$ cat src/rtl/ripple_count_extender.sv
// Registers the 2-bit ripple counter output once per Clk, checks its sequence and
// widens it to WIDTH bits by counting 11->00 wraps; adds compare match and a snapshot port.
module ripple_count_extender #(
    parameter int WIDTH = 8
) (
    input  logic             Clk,
    input  logic             rst,
    input  logic [1:0]       Count_in,
    input  logic [WIDTH-1:0] cmp_value,
    input  logic             clr_flags,
    input  logic             snap_req,
    input  logic             snap_ack,
    output logic [WIDTH-1:0] count_out,
    output logic             count_valid,
    output logic             wrap_pulse,
    output logic             match,
    output logic             seq_err,
    output logic             ovf,
    output logic             snap_valid,
    output logic [WIDTH-1:0] snap_data
);

    localparam int HW = WIDTH - 2;

    typedef enum logic {
        IDLE,
        HOLD
    } snap_st_t;

    logic [1:0]       cnt_s;
    logic [HW-1:0]    ext_hi;
    logic             primed;

    logic [1:0]       cnt_inc;
    logic             is_wrap;
    logic             is_bad;
    logic             ext_ovf;
    logic [HW-1:0]    ext_nxt;
    logic [WIDTH-1:0] count_nxt;

    snap_st_t         st, st_nxt;
    logic             snap_load;

    // The first sample after reset is only a baseline: no check, no wrap.
    always_comb begin
        cnt_inc   = cnt_s + 2'd1;
        is_wrap   = primed && (cnt_s == 2'b11) && (Count_in == 2'b00);
        is_bad    = primed && (Count_in != cnt_inc);
        ext_ovf   = is_wrap && (&ext_hi);
        ext_nxt   = is_wrap ? ext_hi + HW'(1) : ext_hi;
        count_nxt = {ext_nxt, Count_in};
    end

    assign count_out = {ext_hi, cnt_s};

    always_ff @(posedge Clk or posedge rst) begin
        if (rst) begin
            cnt_s       <= '0;
            ext_hi      <= '0;
            primed      <= 1'b0;
            count_valid <= 1'b0;
            wrap_pulse  <= 1'b0;
            match       <= 1'b0;
            seq_err     <= 1'b0;
            ovf         <= 1'b0;
        end else begin
            cnt_s       <= Count_in;
            ext_hi      <= ext_nxt;
            primed      <= 1'b1;
            count_valid <= 1'b1;
            wrap_pulse  <= is_wrap;
            // count_valid is always 1 after any non-reset edge, so match tracks the new count.
            match       <= (count_nxt == cmp_value);
            seq_err     <= is_bad  | (seq_err & ~clr_flags);
            ovf         <= ext_ovf | (ovf & ~clr_flags);
        end
    end

    always_ff @(posedge Clk or posedge rst) begin
        if (rst) st <= IDLE;
        else     st <= st_nxt;
    end

    always_comb begin
        st_nxt    = st;
        snap_load = 1'b0;
        case (st)
            IDLE: if (snap_req && count_valid) begin
                snap_load = 1'b1;
                st_nxt    = HOLD;
            end
            HOLD: if (snap_ack) st_nxt = IDLE;
        endcase
    end

    always_ff @(posedge Clk or posedge rst) begin
        if (rst)            snap_data <= '0;
        else if (snap_load) snap_data <= count_out;
    end

    assign snap_valid = (st == HOLD);

endmodule

$ cat config.mk
export PLATFORM = sky130hd
export DESIGN_NAME = ripple_count_extender
export DESIGN_NICKNAME = d
export VERILOG_FILES = /design/src/rtl/ripple_count_extender.sv
export SDC_FILE = /design/constraint.sdc
export NUM_CORES = 1
export LEC_CHECK = 0
export ABC_AREA = 0
export BUFFER_PORTS_ARGS = -buffer_cell sky130_fd_sc_hd__buf_4
export CORE_MARGIN = 10
export CORE_UTILIZATION = 43
export CTS_CLUSTER_SIZE = 40
export DETAILED_ROUTE_END_ITERATION = 16
export GPL_ROUTABILITY_DRIVEN = 0
export PLACE_DENSITY_LB_ADDON = 0.05
export SLEW_MARGIN = 20
export SYNTH_ARGS = -nofsm -noshare
export SYNTH_HDL_FRONTEND = slang
export SYNTH_SLANG_ARGS = --single-unit
$ cat constraint.sdc
create_clock -name Clk -period 5.1 [get_ports Clk]
set_clock_uncertainty 0.15 [all_clocks]
set_input_delay 0.255 -clock Clk [delete_from_list [all_inputs] [get_ports Clk]]
set_output_delay 0.255 -clock Clk [all_outputs]
set_load 0.02 [all_outputs]
# == After elaboration in Yosys (flattened, before gate mapping) ==
# Cells that the tools add are included.
# totals
elab_cells,32
register_bits,22
mem_bits_ro,0
latch_bits,0
input_bits,15
ram_bits,0
n_memories,0
# op_classes
order_cmp,0
n_mul,0
n_div,0
n_eq_ne,3
bitwise,6
reduce_logical,7
mux,5
addsub,2
n_shift,0
# ops
op,n
8-bit equality test,1
"6-bit by 1-bit adder with 6-bit output, second input constant",1
6-bit two-way mux,1
6-bit AND reduction,1
1-bit logical AND,5
1-bit two-way mux,3
"2-bit by 1-bit adder with 2-bit output, second input constant",1
1-bit bitwise AND,2
"2-bit equality test, second input constant",1
2-bit logical NOT,1
2-bit inequality test,1
1-bit inverter,2
1-bit OR,2
1-bit case mux with 2 select lines,1

# == Longest topological paths before layout ==
# depth
depth_word,5
depth_mapped,8
ltp_nobuf,7

# == Least setup slack after synthesis ==
# No wires, ideal clock.
# synth_timing
path_kind,register -> register
from,reg cnt_s[0]
to,reg match
path_buffers,1
stages_incl_launch_ff,9
path_slack_ps,3167
setup_ps,96
arrival_ps,1687
synth_period_minus_slack_ps,1933
cell_sequence,dfrtp_1 ha_1 nand4bb_1 buf_6 clkinv_4 nand4_2 xor2_1 a21o_1 nor4_2
# synth_via
elab_chain_len,5
# synth_rtl
item,line,rtl
from (decl),30,logic [1:0] cnt_s;
from (signal assigned),67,cnt_s <= Count_in;
2-bit equality test,47,is_wrap = primed && (cnt_s == 2'b11) && (Count_in == 2'b00);
1-bit logical AND (2 in a row),47,
named net is_wrap,35,logic is_wrap;
6-bit two-way mux,50,ext_nxt = is_wrap ? ext_hi + HW'(1) : ext_hi;
8-bit equality test,73,match <= (count_nxt == cmp_value);
to (signal assigned),73,
to (decl),16,"output logic match,"
# The timed path passes the listed nets, and every way through them passes these cells.
# A chain may end at the register's enable or synchronous reset.

# == Worst setup path in the final report ==
# layout_timing
from,in Count_in[1]
to,reg match
# layout_via
elab_chain_len,4
# layout_rtl
item,line,rtl
from (decl),8,"input logic [1:0] Count_in,"
2-bit logical NOT,47,
1-bit logical AND,47,
named net is_wrap,35,
6-bit two-way mux,50,
8-bit equality test,73,
# The timed path passes the listed nets, and every way through them passes these cells.

==> impl_metrics.yaml <==
hold_path:
  min_path_type: "input pin to register"
synthesis:
  syn_inst: 82
  synth_area_leaders: "dfrtp_1 54%, mux2_2 8.8%, xor2_1 8.5%"
  mappedNetlistNets: 99
  synth_top_area_share_pct: 53.66
  synth.avg_cell_area_sq_um: 12.51
  ffs_latches_synth: 22
  async_reset_ff_share_pct: 100.0
  yosysUniqueCellTypes: 26
  synth_edf_count: 0
  synth_ff_type: "dfrtp_1"
  synth_warnings: 0
  synth-seq-area-share_pct: 53.66
  synth_commonest_cells: "22 x dfrtp_1, 10 x xor2_1, 8 x mux2_2"
  yosysTopAreaCell: "dfrtp_1"
  synth_area_sq_um: 1026
  synthMostInstantiatedCell: "dfrtp_1"
sta:
  fin_setup_tns_ns: 0
  report.final.setup_viol: 0
  final_hold_viol_count: 0
  fmaxAchievable_mhz: 444.5
  fin_ws_ns: 2.850
  grt_setup_unrepaired: "no"
  finalCriticalPeriod_ns: 2.250
  finalMaxSlewViolations: 0
  tightest_slew_ns: 0.8197
  tightest_slew_margin_relative_to_the_limit_pct: 45.29
  period_share_pct: 44.12
job:
  drv.max_cap_violation_count: 0
global_route:
  antenna_found_initial: 0
  grt_remaining_overflow: 0
  first_global_vias: 820
  first_pass_grt_wire_length_um: 3801
  largest_net_degree_at_the_start_of_global_routing: 23
  grt_use_total_pct: 10.82
place:
  detailedPlace.worstSlack_ns: 2.982
  dp_hpwl_um: 1847
  io_buffer_count: 36
final_layout:
  fillerInstances: 197
  antennaDiodeCount: 0
  area_growth_syn_to_layout_pct: 36.58
  nets: 143
  drive_above_1_share_pct: 42.40
clock_network:
  cts_made_buffers: 3
  cts-hold-fix-buffers: 5
  postCtsResizedCells: 0
  cts_max_path_buffers: 2
  cts_tree: "done"
  cts_setup_buffers: 0
  cts_root_buffer: "clkbuf_4"
  worstSkewPairLatency_ns: 0.30
  clock_sink_total: 22
  clk_transition_reported_paths_ns: 0.12
  h-tree-depth: 1
worst_setup_path:
  crit_path_start_kind: "input pin"
  worst_r2r_startpoint: "cnt_s[0]$_DFF_PP0_"
  cp-endpoint: "match$_DFF_PP0_"
  crit-reg2reg-capture: "match$_DFF_PP0_"
  cell_chain_of_the_critical_path: "dlygate4sd3_1, buf_4, nand4bb_1, clkinv_4, nand4_2, xor2_1, a21o_1, nor4_2"
  critical_path_maximum_fanout: 6
  worstPathRequired_ns: 5.17
  r2r_setup_slack_ns: 2.97
  reg2regPathDepth: 6
  cp_slowest_cell: "dlygate4sd3_1"
  setup.worst_path.start: "Count_in[1]"
  timing.critical_path.to_type: "register"
  worstPathArrival_ns: 2.32
  timing.setup.critical_path_class: "input pin to register"
  critPathMaxStageDelay_ns: 0.53
route:
  detailedRoute.firstIterationViolations: 19
  num_vias: 761
  post_drt_wl_per_cell_um: 15.63
  via_per_inst: 4.974
  remaining_number_of_nets_flagged_by_the_antenna_check_after_routing: 0
  drc_errors: 0
  routed_wirelength_um: 2391
  drt_pass1_iterations: 3
floorplan:
  die_x_um: 68.85
  fp.dieArea_sq_um: 4740
  core_area_sq_um: 2233
  initial_util_pct: 45.94
  boundaryPins: 37
  placement_rows: 17
  die_y_um: 68.85
power_and_ir_drop:
  fin_total_pwr_mw: 0.4907
  power.density_cell_area_nw_per_um2: 350.2
  power.leakage_nw: 0.7280
  max-vdd-ir-drop_mv: 0.3444
status:
  run_status: "finished, final reports clean"
## per-layer routing
layer	wire length [um]	global-route usage, %	vias up
met1	900	11.52	367
met5	0	0	-
met3	259	4.670	4
met2	1202	17.81	22
met4	27	5.665	0
li1	-	-	368
## registers in the layout, summed over array words and instances (netlist names)
| register | flops |
|---|---|
| snap_data | 8 |
| ext_hi | 6 |
| cnt_s | 2 |
| match | 1 |
| ovf | 1 |
| primed | 1 |
| seq_err | 1 |
| snap_valid | 1 |
| wrap_pulse | 1 |
## worst min path at each step
stage / from / endpoint / slack (ns) / depth (start not counted)
floorplan: rst / cnt_s[0]$_DFF_PP0_ / 0.09 / 1
global placement: Count_in[1] / cnt_s[1]$_DFF_PP0_ / 0.25 / 1
detailed placement: Count_in[1] / cnt_s[1]$_DFF_PP0_ / 0.26 / 1
CTS: cmp_value[5] / match$_DFF_PP0_ / 0.11 / 3
global route: cmp_value[5] / match$_DFF_PP0_ / 0.10 / 3
finish: cmp_value[5] / match$_DFF_PP0_ / 0.12 / 3
## power breakdown
| group | leakage (nW) | switching [mW] | total (mW) | internal [mW] |
|---|---|---|---|---|
| clock | 0.0210 | 0.0511 | 0.0946 | 0.0435 |
| combinational | 0.422 | 0.0842 | 0.164 | 0.0796 |
| sequential | 0.285 | 0.0318 | 0.232 | 0.201 |
## per-stage QoR
stage / utilization (%) / area, sq um / instances / hold WS [ns]
floorplan: - / 1026 / 82 / 0.09423
global placement: 58.88 / 1315 / 144 / 0.2542
detailed placement: 58.88 / 1315 / 144 / 0.2554
CTS: 62.75 / 1401 / 153 / 0.1119
global route: 62.75 / 1401 / 153 / 0.1024
finish: 62.75 / 1401 / 153 / 0.1152
## area by class of cell
class / count / area, sq um / share of cell area (%)
Multi-Input combinational cell: 52 / 431.7 / 30.80
Clock buffer: 4 / 36.28 / 2.589
Inverter: 6 / 27.53 / 1.964
Timing Repair Buffer: 41 / 320.3 / 22.86
Tap cell: 28 / 35.03 / 2.500
Sequential cell: 22 / 550.5 / 39.29
## logic make-up after synthesis
logic type	synth area share, %
DFF	53.66
and+or+nand+nor	10.73
xor gates and xnor gates	13.66
AOI/OAI and AO/OA	6.098
muxes	8.781
buffers and inverters	4.268
adders and majority gates	2.439
other	0.3655
## cells in the final DEF (no fill, tap or decap), drive strengths merged
cell,n
buf,36
dfrtp,22
xor2,10
mux2,8
xnor2,6
inv,5
dlygate4sd3,5
nand2,5
nand3,4
clkbuf,4
o21ai,3
nor3,2
ha,2
nand4,2
nand4bb,1
clkinv,1
nor2,1
o32ai,1
o31ai,1
a311oi,1
nand3b,1
o2111ai,1
a21o,1
nor4,1
conb,1
## critical path: cells and delay by family
family                 cells  cell delay [ns]
AO/OA/AOI/OAI              1             0.19
XOR/XNOR                   1             0.19
buffers and inverters      3             0.87
AND/OR/NAND/NOR            3             0.81
Power figures use the tool's default switching activity.
